`config.mk`:
```
export PLATFORM = sky130hd
export DESIGN_NAME = mem_bus_arbiter
export DESIGN_NICKNAME = d
export VERILOG_FILES = /design/src/rtl/mem_bus_arbiter.sv
export SDC_FILE = /design/constraint.sdc
export NUM_CORES = 1
export LEC_CHECK = 0
export BUFFER_PORTS_ARGS = -buffer_cell sky130_fd_sc_hd__buf_4
export CAP_MARGIN = 20
export CORE_AREA = 2 2 153 155
export CTS_CLUSTER_SIZE = 8
export DETAILED_ROUTE_END_ITERATION = 10
export DIE_AREA = 0 0 155 157
export HOLD_SLACK_MARGIN = 0.06
export PLACE_DENSITY = 0.41
export SYNTH_ARGS = -nofsm -noshare
export SYNTH_HDL_FRONTEND = slang
export SYNTH_SLANG_ARGS = --single-unit
```
`constraint.sdc`:
```
create_clock -name clock -period 5.1 [get_ports clock]
set_input_delay 0.255 -clock clock [delete_from_list [all_inputs] [get_ports clock]]
set_output_delay 0.255 -clock clock [all_outputs]
set_load 0.05 [all_outputs]
```
`src/rtl/mem_bus_arbiter.sv`:
```
// Arbitrates the memory bus between icache and dcache and steers returned tags to their owner.
// Grant and tag steering are combinational; owner table and counters update on the next edge.
module mem_bus_arbiter #(
  parameter int XLEN         = 32,
  parameter int NUM_TAGS     = 16,
  parameter int STARVE_LIMIT = 4
) (
  input  logic                         clock,
  input  logic                         reset,
  input  logic [1:0]                   icache2arb_command,
  input  logic [XLEN-1:0]              icache2arb_addr,
  input  logic [1:0]                   dcache2arb_command,
  input  logic [XLEN-1:0]              dcache2arb_addr,
  input  logic [63:0]                  dcache2arb_data,
  input  logic [$clog2(NUM_TAGS)-1:0]  mem2arb_response,
  input  logic [63:0]                  mem2arb_data,
  input  logic [$clog2(NUM_TAGS)-1:0]  mem2arb_tag,
  output logic [1:0]                   arb2mem_command,
  output logic [XLEN-1:0]              arb2mem_addr,
  output logic [63:0]                  arb2mem_data,
  output logic [$clog2(NUM_TAGS)-1:0]  arb2icache_response,
  output logic [$clog2(NUM_TAGS)-1:0]  arb2dcache_response,
  output logic [$clog2(NUM_TAGS)-1:0]  arb2icache_tag,
  output logic [$clog2(NUM_TAGS)-1:0]  arb2dcache_tag,
  output logic [63:0]                  arb2cache_data,
  output logic [$clog2(NUM_TAGS):0]    icache_outstanding,
  output logic                         tag_conflict
);

  localparam int TAG_W = $clog2(NUM_TAGS);
  localparam int OUT_W = TAG_W + 1;
  localparam logic [1:0] BUS_NONE  = 2'b00;
  localparam logic [1:0] BUS_LOAD  = 2'b01;
  localparam logic [1:0] BUS_STORE = 2'b10;
  localparam logic [2:0] STARVE_MAX = 3'(STARVE_LIMIT);

  logic [2:0]          starve_q, starve_d;
  logic [NUM_TAGS-1:0] valid_q, valid_d;
  logic [NUM_TAGS-1:0] owner_q, owner_d;
  logic [OUT_W-1:0]    outstanding_q, outstanding_d;
  logic                conflict_q, conflict_d;

  logic icache_req, dcache_req, force_i, icache_gnt, dcache_gnt;
  logic alloc, alloc_i, done, done_i, done_owner;

  always_comb begin
    icache_req = icache2arb_command != BUS_NONE;
    dcache_req = dcache2arb_command != BUS_NONE;
    force_i    = icache_req && (starve_q == STARVE_MAX);
    dcache_gnt = !reset && dcache_req && !force_i;
    icache_gnt = !reset && icache_req && !dcache_gnt;

    arb2mem_command = BUS_NONE;
    arb2mem_addr    = '0;
    arb2mem_data    = '0;
    if (dcache_gnt) begin
      arb2mem_command = dcache2arb_command;
      arb2mem_addr    = dcache2arb_addr;
      if (dcache2arb_command == BUS_STORE) arb2mem_data = dcache2arb_data;
    end else if (icache_gnt) begin
      arb2mem_command = icache2arb_command;
      arb2mem_addr    = icache2arb_addr;
    end

    arb2icache_response = icache_gnt ? mem2arb_response : '0;
    arb2dcache_response = dcache_gnt ? mem2arb_response : '0;
    arb2cache_data      = mem2arb_data;

    // A granted load only occupies a tag once memory actually accepts it.
    alloc   = (mem2arb_response != '0) && (arb2mem_command == BUS_LOAD);
    alloc_i = alloc && icache_gnt;

    done       = !reset && (mem2arb_tag != '0) && valid_q[mem2arb_tag];
    done_owner = owner_q[mem2arb_tag];
    done_i     = done && !done_owner;
    arb2icache_tag = done_i ? mem2arb_tag : '0;
    arb2dcache_tag = (done && done_owner) ? mem2arb_tag : '0;

    // Completion is applied before allocation so a recycled tag ends valid with its new owner.
    valid_d = valid_q;
    owner_d = owner_q;
    if (done) valid_d[mem2arb_tag] = 1'b0;
    if (alloc) begin
      valid_d[mem2arb_response] = 1'b1;
      owner_d[mem2arb_response] = dcache_gnt;
    end
    conflict_d = conflict_q ||
                 (alloc && valid_q[mem2arb_response] &&
                  !(done && (mem2arb_tag == mem2arb_response)));

    outstanding_d = outstanding_q;
    if (alloc_i && !done_i) outstanding_d = outstanding_q + OUT_W'(1);
    else if (!alloc_i && done_i) outstanding_d = outstanding_q - OUT_W'(1);

    starve_d = starve_q;
    if (!icache_req || icache_gnt) starve_d = '0;
    else if (dcache_gnt && (starve_q < STARVE_MAX)) starve_d = starve_q + 3'd1;
  end

  always_ff @(posedge clock) begin
    if (reset) begin
      starve_q      <= '0;
      valid_q       <= '0;
      owner_q       <= '0;
      outstanding_q <= '0;
      conflict_q    <= 1'b0;
    end else begin
      starve_q      <= starve_d;
      valid_q       <= valid_d;
      owner_q       <= owner_d;
      outstanding_q <= outstanding_d;
      conflict_q    <= conflict_d;
    end
  end

  assign icache_outstanding = outstanding_q;
  assign tag_conflict       = conflict_q;

endmodule

```
==> flow_summary.json, run 1 <==
{
  "crit_path_max_incr_delay_ps": 600,
  "timing.fmax_mhz": 284,
  "clockRootBuffer": "clkbuf_16",
  "synth_nets": 752,
  "insertedDiodeCount": 0,
  "slew_viol_final": 0,
  "async_flop_share_pct": 0,
  "grt_antenna_before_repair": 0,
  "crit_path_end_kind": "output pin",
  "critPathCapture": "arb2mem_data[47]",
  "finalSetupViolCount": 0,
  "cts_hold_buffers": 0,
  "period_share_pct": 69.0,
  "wire_per_inst_um": 18.9,
  "grt_pass1_vias": 4189,
  "clock_latency_ps": 290,
  "crit_arrival_ps": 3260,
  "r2r-start": "valid_q[0]$_SDFF_PP0_",
  "yosysSeqAreaShare_pct": 21.3,
  "critical_path.max_fanout": 44,
  "post-route-util_pct": 25.5,
  "synthFlopType": "dfxtp_1",
  "rsz0062_at_grt": "no",
  "startpoint": "starve_q[0]$_SDFFE_PP0P_",
  "cpMostUsedCell": "buf_4",
  "hold_path.class": "input port to flop",
  "grt_overflow_total": 0,
  "die-width_um": 155,
  "synth_edf_count": 0,
  "synth_area_sq_um": 3850,
  "worst_setup_path_start_kind": "flop",
  "port_buffers": 261,
  "gp_congestion": 0.798,
  "pre_cts_slack_ps": 1440,
  "grt_max_degree": 45,
  "grt_first_pass_wirelength_mm": 26.6,
  "hold_start": "icache2arb_command[0]",
  "r2r_end": "icache_outstanding[4]$_SDFFE_PP0P_",
  "maxSlewHeadroom_pct": 49.9,
  "vias_per_cell": 4.31,
  "setup_slack_ps": 1580,
  "max_slew.worst_pin.slew_ps": 750,
  "cts-buffers-inserted": 5,
  "drt-total-wl_mm": 18.9,
  "fin_skew_ps": 2.29,
  "r2r_setup_slack_ps": 1580,
  "initialDrtViolationCount": 148,
  "vdd_drop_max_mv": 0.110,
  "synth.distinct_cells": 42,
  "cpMaxStageDelayCell": "nor2_4",
  "htreeDepth": 2,
  "leakage_nw": 2.81,
  "fin_crit_ps": 3520,
  "required_ps": 4850,
  "tritoncts": "yes",
  "first_pass_iters": 4,
  "area_growth_pct": 49.3,
  "avgSynthCellArea_sq_um": 7.16,
  "numClockSinks": 41,
  "vias": 4304,
  "dp_hpwl_mm": 15.3,
  "cts_setup_buffers": 0,
  "report.final.hold_viol_count": 0,
  "synth.yosys.warnings": 0,
  "status": "finished clean",
  "start_util_pct": 17.1,
  "clockBufferDepth": 2,
  "fp-row-count": 55,
  "post_cts_resized": 0,
  "antenna_left": 0,
  "drc": 0,
  "die_h_um": 157,
  "setup-tns-final_ps": 0,
  "netlist_instances": 538,
  "layout.nets": 926,
  "drive_gt1_share_pct": 42.5,
  "core_sq_um": 22500,
  "pin_count": 390,
  "path_clk_slew_ps": 60,
  "synth-seq-cells": 41,
  "power.density_nw_per_um2": 203,
  "worstRegToRegCells": 15,
  "maxCapViolCount": 0,
  "path_class": "flop to output pin",
  "grt_usage_pct": 14.6,
  "die_area_sq_um": 24300,
  "cp_cell_sequence": "inv_1 > ha_1 > o211ai_2 > and2_2 > buf_4 > nand2_1 > nor2_4 > buf_4 > and2_1 > buf_4"
}
==> critical path: cells and delay by family (launching register included) <==
family / cells / cell delay, ps
AO/OA/AOI/OAI: 1 / 140
adder cells (fa/ha/maj): 1 / 220
buffers and inverters: 4 / 1040
flip-flops: 1 / 370
AND/OR/NAND/NOR: 4 / 1180
==> metrics by stage <==
stage | instance area (sq um) | hold WS [ps] | power (mW) | cells
floorplan | 3850 | 422 | 0.786 | 538
global placement | 5600 | 446 | 0.862 | 990
detailed placement | 5600 | 436 | 0.859 | 990
CTS | 5750 | 381 | 1.18 | 998
global route | 5750 | 393 | 1.22 | 998
finish | 5750 | 375 | 1.17 | 998
==> cells in the mapped netlist, types with 3 or more instances <==
| cell type | count | area, sq um |
|---|---|---|
| nand3_1 | 46 | 230 |
| a21oi_1 | 28 | 140 |
| or3_1 | 3 | 18.8 |
| inv_1 | 19 | 71.3 |
| dfxtp_1 | 41 | 821 |
| nor2_1 | 26 | 97.6 |
| nor2b_1 | 10 | 62.6 |
| o21ai_0 | 24 | 120 |
| nand2b_1 | 6 | 37.5 |
| ha_1 | 7 | 87.6 |
| mux4_2 | 9 | 203 |
| o2bb2a_4 | 3 | 60.1 |
| nand2_1 | 81 | 304 |
| and2_1 | 71 | 444 |
| nor3_1 | 3 | 15.0 |
| buf_2 | 4 | 20.0 |
| o2111ai_1 | 3 | 26.3 |
| a31o_2 | 3 | 26.3 |
| and3_1 | 16 | 100 |
| mux2_2 | 7 | 78.8 |
| o21a_1 | 5 | 37.5 |
| xnor2_1 | 6 | 52.6 |
| clkbuf_1 | 28 | 105 |
| mux2i_1 | 3 | 30.0 |
| buf_4 | 64 | 480 |
==> layout make-up <==
type                    instances  area, sq um
multi-input cells             379         2360
repair buffers                266         2000
well taps                     285          357
flip-flops and latches         41          821
clock inverters                 3         17.5
inverters                      19         71.3
fillers                      2521        16800
clock buffers                   5          125
==> registers in the layout (all words and copies together) (netlist names) <==
register	flops
icache_outstanding	5
owner_q	16
starve_q	3
tag_conflict	1
valid_q	16
==> metal layers <==
layer | wire length (um) | vias up | GRT usage (%)
met5 | 0 | - | 0
met4 | 164 | 0 | 3.22
met3 | 1550 | 13 | 4.79
met2 | 9020 | 214 | 23.6
met1 | 8130 | 2001 | 19.0
li1 | - | 2076 | -
==> worst min-delay path by stage <==
stage	to	slack (ps)	cells after the start
final	starve_q[2]$_SDFFE_PP0P_	370	3
after global routing	valid_q[12]$_SDFF_PP0_	390	3
after CTS	valid_q[12]$_SDFF_PP0_	380	3
after detailed placement	owner_q[8]$_SDFFE_PP0P_	440	2
after global placement	owner_q[8]$_SDFFE_PP0P_	450	2
after floorplan	owner_q[8]$_SDFFE_PP0P_	420	2
==> kinds of logic (layout without fill, tap and decap cells) <==
family / after synthesis / count (layout) / synth area share [%]
and+or+nand+nor: 267 / 267 / 34.8
buffers and inverters: 118 / 293 / 17.9
AOI/OAI and AO/OA: 77 / 77 / 13.2
DFF: 41 / 41 / 21.3
muxes: 19 / 19 / 8.09
adders and majority gates: 8 / 8 / 2.79
xor gates and xnor gates: 8 / 8 / 1.82
==> placed cells by master, fill, tap and decap left out, types with 6 or more instances in the layout <==
cell | synthesis | final
nand2_1 | 81 | 80
and2_1 | 71 | 70
inv_1 | 19 | 19
nor2b_1 | 10 | 10
ha_1 | 7 | 7
o21ai_0 | 24 | 24
dfxtp_1 | 41 | 41
nand2b_1 | 6 | 6
xnor2_1 | 6 | 6
buf_4 | 64 | 266
mux4_2 | 9 | 9
a21oi_1 | 28 | 28
and3_1 | 16 | 16
mux2_2 | 7 | 7
nand3_1 | 46 | 46
nor2_1 | 26 | 24
==> power by group <==
part | leakage [nW] | internal, mW | switching (mW)
logic | 2.41 | 0.191 | 0.316
registers | 0.332 | 0.332 | 0.00992
clock network | 0.0696 | 0.180 | 0.139
total | 2.81 | 0.702 | 0.465
No activity file was read; power rests on OpenSTA's default activity.
==> run 2, diff against run 1 <==
==> config.mk (replaced) <==
export PLATFORM = sky130hd
export DESIGN_NAME = mem_bus_arbiter
export DESIGN_NICKNAME = d
export VERILOG_FILES = /design/src/rtl/mem_bus_arbiter.sv
export SDC_FILE = /design/constraint.sdc
export NUM_CORES = 1
export LEC_CHECK = 0
export ABC_AREA = 1
export BUFFER_PORTS_ARGS = -buffer_cell sky130_fd_sc_hd__buf_4
export CAP_MARGIN = 20
export CORE_AREA = 2 2 151 153
export CTS_CLUSTER_SIZE = 8
export DETAILED_ROUTE_END_ITERATION = 10
export DIE_AREA = 0 0 153 155
export HOLD_SLACK_MARGIN = 0.06
export PLACE_DENSITY = 0.44
export SYNTH_ARGS = -nofsm -noshare
export SYNTH_HDL_FRONTEND = slang
export SYNTH_SLANG_ARGS = --single-unit
==> constraint.sdc (replaced) <==
create_clock -name clock -period 3.64 [get_ports clock]
set_input_delay 0.182 -clock clock [delete_from_list [all_inputs] [get_ports clock]]
set_output_delay 0.182 -clock clock [all_outputs]
set_load 0.05 [all_outputs]
==> flow_summary.json, run 2 <==
{
  "die_area_sq_um": 23700,
  "hold-worst-slack_ps": 292,
  "leakage_nw": 3.16,
  "synth_commonest_cells": "284 x nand2_1, 136 x nor2_1, 68 x buf_4",
  "grt_usage_pct": 14.7,
  "vias_per_cell": 4.16,
  "synth.distinct_cells": 32,
  "htreeDepth": 2,
  "synth_area_leaders": "nand2_1 25%, dfxtp_1 19%, buf_4 12%",
  "netlist_instances": 781,
  "fin_cells": 1237,
  "wire_per_inst_um": 15.1,
  "grt_antenna_before_repair": 0,
  "clockBufferDepth": 2,
  "yosysSeqAreaShare_pct": 19.4,
  "status": "finished clean",
  "initialDrtViolationCount": 303,
  "dp_hpwl_mm": 15.2,
  "required_ps": 3460,
  "synth_nets": 995,
  "cts_setup_buffers": 0,
  "timing.fmax_mhz": 323,
  "grt_max_degree": 69,
  "critical_path.max_fanout": 68,
  "power.density_nw_per_um2": 276,
  "async_flop_share_pct": 0,
  "vias": 5140,
  "crit_family": "buffers and inverters",
  "post_cts_resized": 0,
  "yosysMostFrequentCell": "nand2_1",
  "rsz0062_at_grt": "no",
  "first_pass_iters": 5,
  "synth_edf_count": 0,
  "crit_path_end_kind": "output pin",
  "path_buf_inv": 6,
  "core_sq_um": 22200,
  "synth_area_sq_um": 4240,
  "area_growth_pct": 43.9,
  "vdd_drop_max_mv": 0.217,
  "die-width_um": 153,
  "slew_viol_final": 0,
  "path_class": "flop to output pin",
  "period_share_pct": 85.2,
  "report.final.hold_viol_count": 0,
  "synth-seq-cells": 41,
  "path_clk_slew_ps": 60,
  "clockRootBuffer": "clkbuf_16",
  "fp-row-count": 55,
  "avgSynthCellArea_sq_um": 5.43,
  "layout_commonest_cell": "nand2_1",
  "start_util_pct": 19.1,
  "gp_congestion": 0.826,
  "grt_first_pass_wirelength_mm": 27.8,
  "clock_latency_ps": 280,
  "tritoncts": "yes",
  "drt-total-wl_mm": 18.7,
  "insertedDiodeCount": 0,
  "hold_path.class": "input port to flop",
  "post-route-util_pct": 27.4,
  "cts-buffers-inserted": 5,
  "maxSlewHeadroom_pct": 50.9,
  "synth.yosys.warnings": 0,
  "max_slew.worst_pin.slew_ps": 736,
  "finalSetupViolCount": 0,
  "crit_path_max_incr_delay_ps": 580,
  "port_buffers": 261,
  "cp_cell_sequence": "inv_1 > ha_1 > nand2_1 > inv_1 > nand2_1 > nand2_2 > clkinv_2 > buf_4 > buf_4 > nand2_1 > nor2_1 > buf_4",
  "drc": 0,
  "fin_skew_ps": 5.28,
  "crit_arrival_ps": 2920,
  "cts_hold_buffers": 0,
  "drive_gt1_share_pct": 31.3,
  "pin_count": 390,
  "antenna_left": 0,
  "setup-tns-final_ps": 0,
  "numClockSinks": 41,
  "dp.cells": 1229,
  "cpMaxStageDelayCell": "buf_4",
  "worst_setup_path_start_kind": "flop",
  "maxCapViolCount": 0,
  "die_h_um": 155,
  "final_cell_mix": "283 x nand2_1, 266 x buf_4, 136 x nor2_1, 60 x inv_1, 60 x nand3_1",
  "yosys.area.top_type_share_pct": 25.2,
  "grt_pass1_vias": 4893,
  "fin_crit_ps": 3100,
  "layout.nets": 1165,
  "synth_largest_area_cell": "nand2_1",
  "grt_overflow_total": 0,
  "synthFlopType": "dfxtp_1"
}
[run 2: worst paths after layout]
kind                       startpoint                                 end  slack, ps  depth (start not counted)
max          starve_q[0]$_SDFFE_PP0P_                    arb2mem_data[61]        540                         12
min                             reset             owner_q[0]$_SDFFE_PP0P_        290                          2
max reg2reg  starve_q[0]$_SDFFE_PP0P_  icache_outstanding[4]$_SDFFE_PP0P_        710                         17
min reg2reg     valid_q[0]$_SDFF_PP0_               valid_q[0]$_SDFF_PP0_        460                          2
[run 2: report_power, final]
part           internal [mW]  switching, mW
sequential             0.460        0.00872
clock                  0.343          0.179
combinational          0.239          0.457
[run 2: worst reg2reg max path, cell delays in order (launching register included)]
cell	delay [ps]
dfxtp_1	320
inv_1	90
ha_1	150
nand2_1	50
inv_1	50
nand2_1	70
nand2_2	220
nand2_1	270
nor3_1	290
ha_1	240
inv_1	120
ha_1	300
a21oi_1	150
nor2_1	60
o21ai_0	140
nand3_1	100
o21ai_0	150
a21oi_1	50
[run 2: kinds of logic (layout without fill, tap and decap cells)]
group | Yosys count | count (layout) | synth area share [%]
XOR/XNOR | 3 | 3 | 0.620
flip-flops | 41 | 41 | 19.4
AND/OR/NAND/NOR | 504 | 504 | 48.6
AO/OA/AOI/OAI | 54 | 54 | 7.00
adder cells (fa/ha/maj) | 8 | 8 | 2.54
buffers and inverters | 171 | 342 | 21.8
[run 2: routing by layer]
metal	up-vias	routed length, um	global-route usage [%]
met5	-	0	0
met4	0	100	1.98
met3	6	1540	4.71
met2	209	8980	25.0
met1	2261	8110	18.6
li1	2664	-	-
[run 2: layout make-up]
type                       instances  area [sq um]
clock buffer                       7           143
clock inverter                     1          30.0
fill                            2598         16100
inverter                          68           256
multi-input combinational        569          2490
sequential                        41           821
tap                              285           357
timing repair buffer             266          2000
[run 2: through the flow]
| step | worst slack, ps | instance area, sq um | power, mW |
|---|---|---|---|
| 3_3_place_gp | 726 | 5920 | 1.18 |
| 2_1_floorplan | 1020 | 4240 | 1.09 |
| 3_5_place_dp | 685 | 5920 | 1.18 |
| 4_1_cts | 536 | 6100 | 1.70 |
| 6_report | 540 | 6100 | 1.68 |
| 5_1_grt | 235 | 6100 | 1.77 |
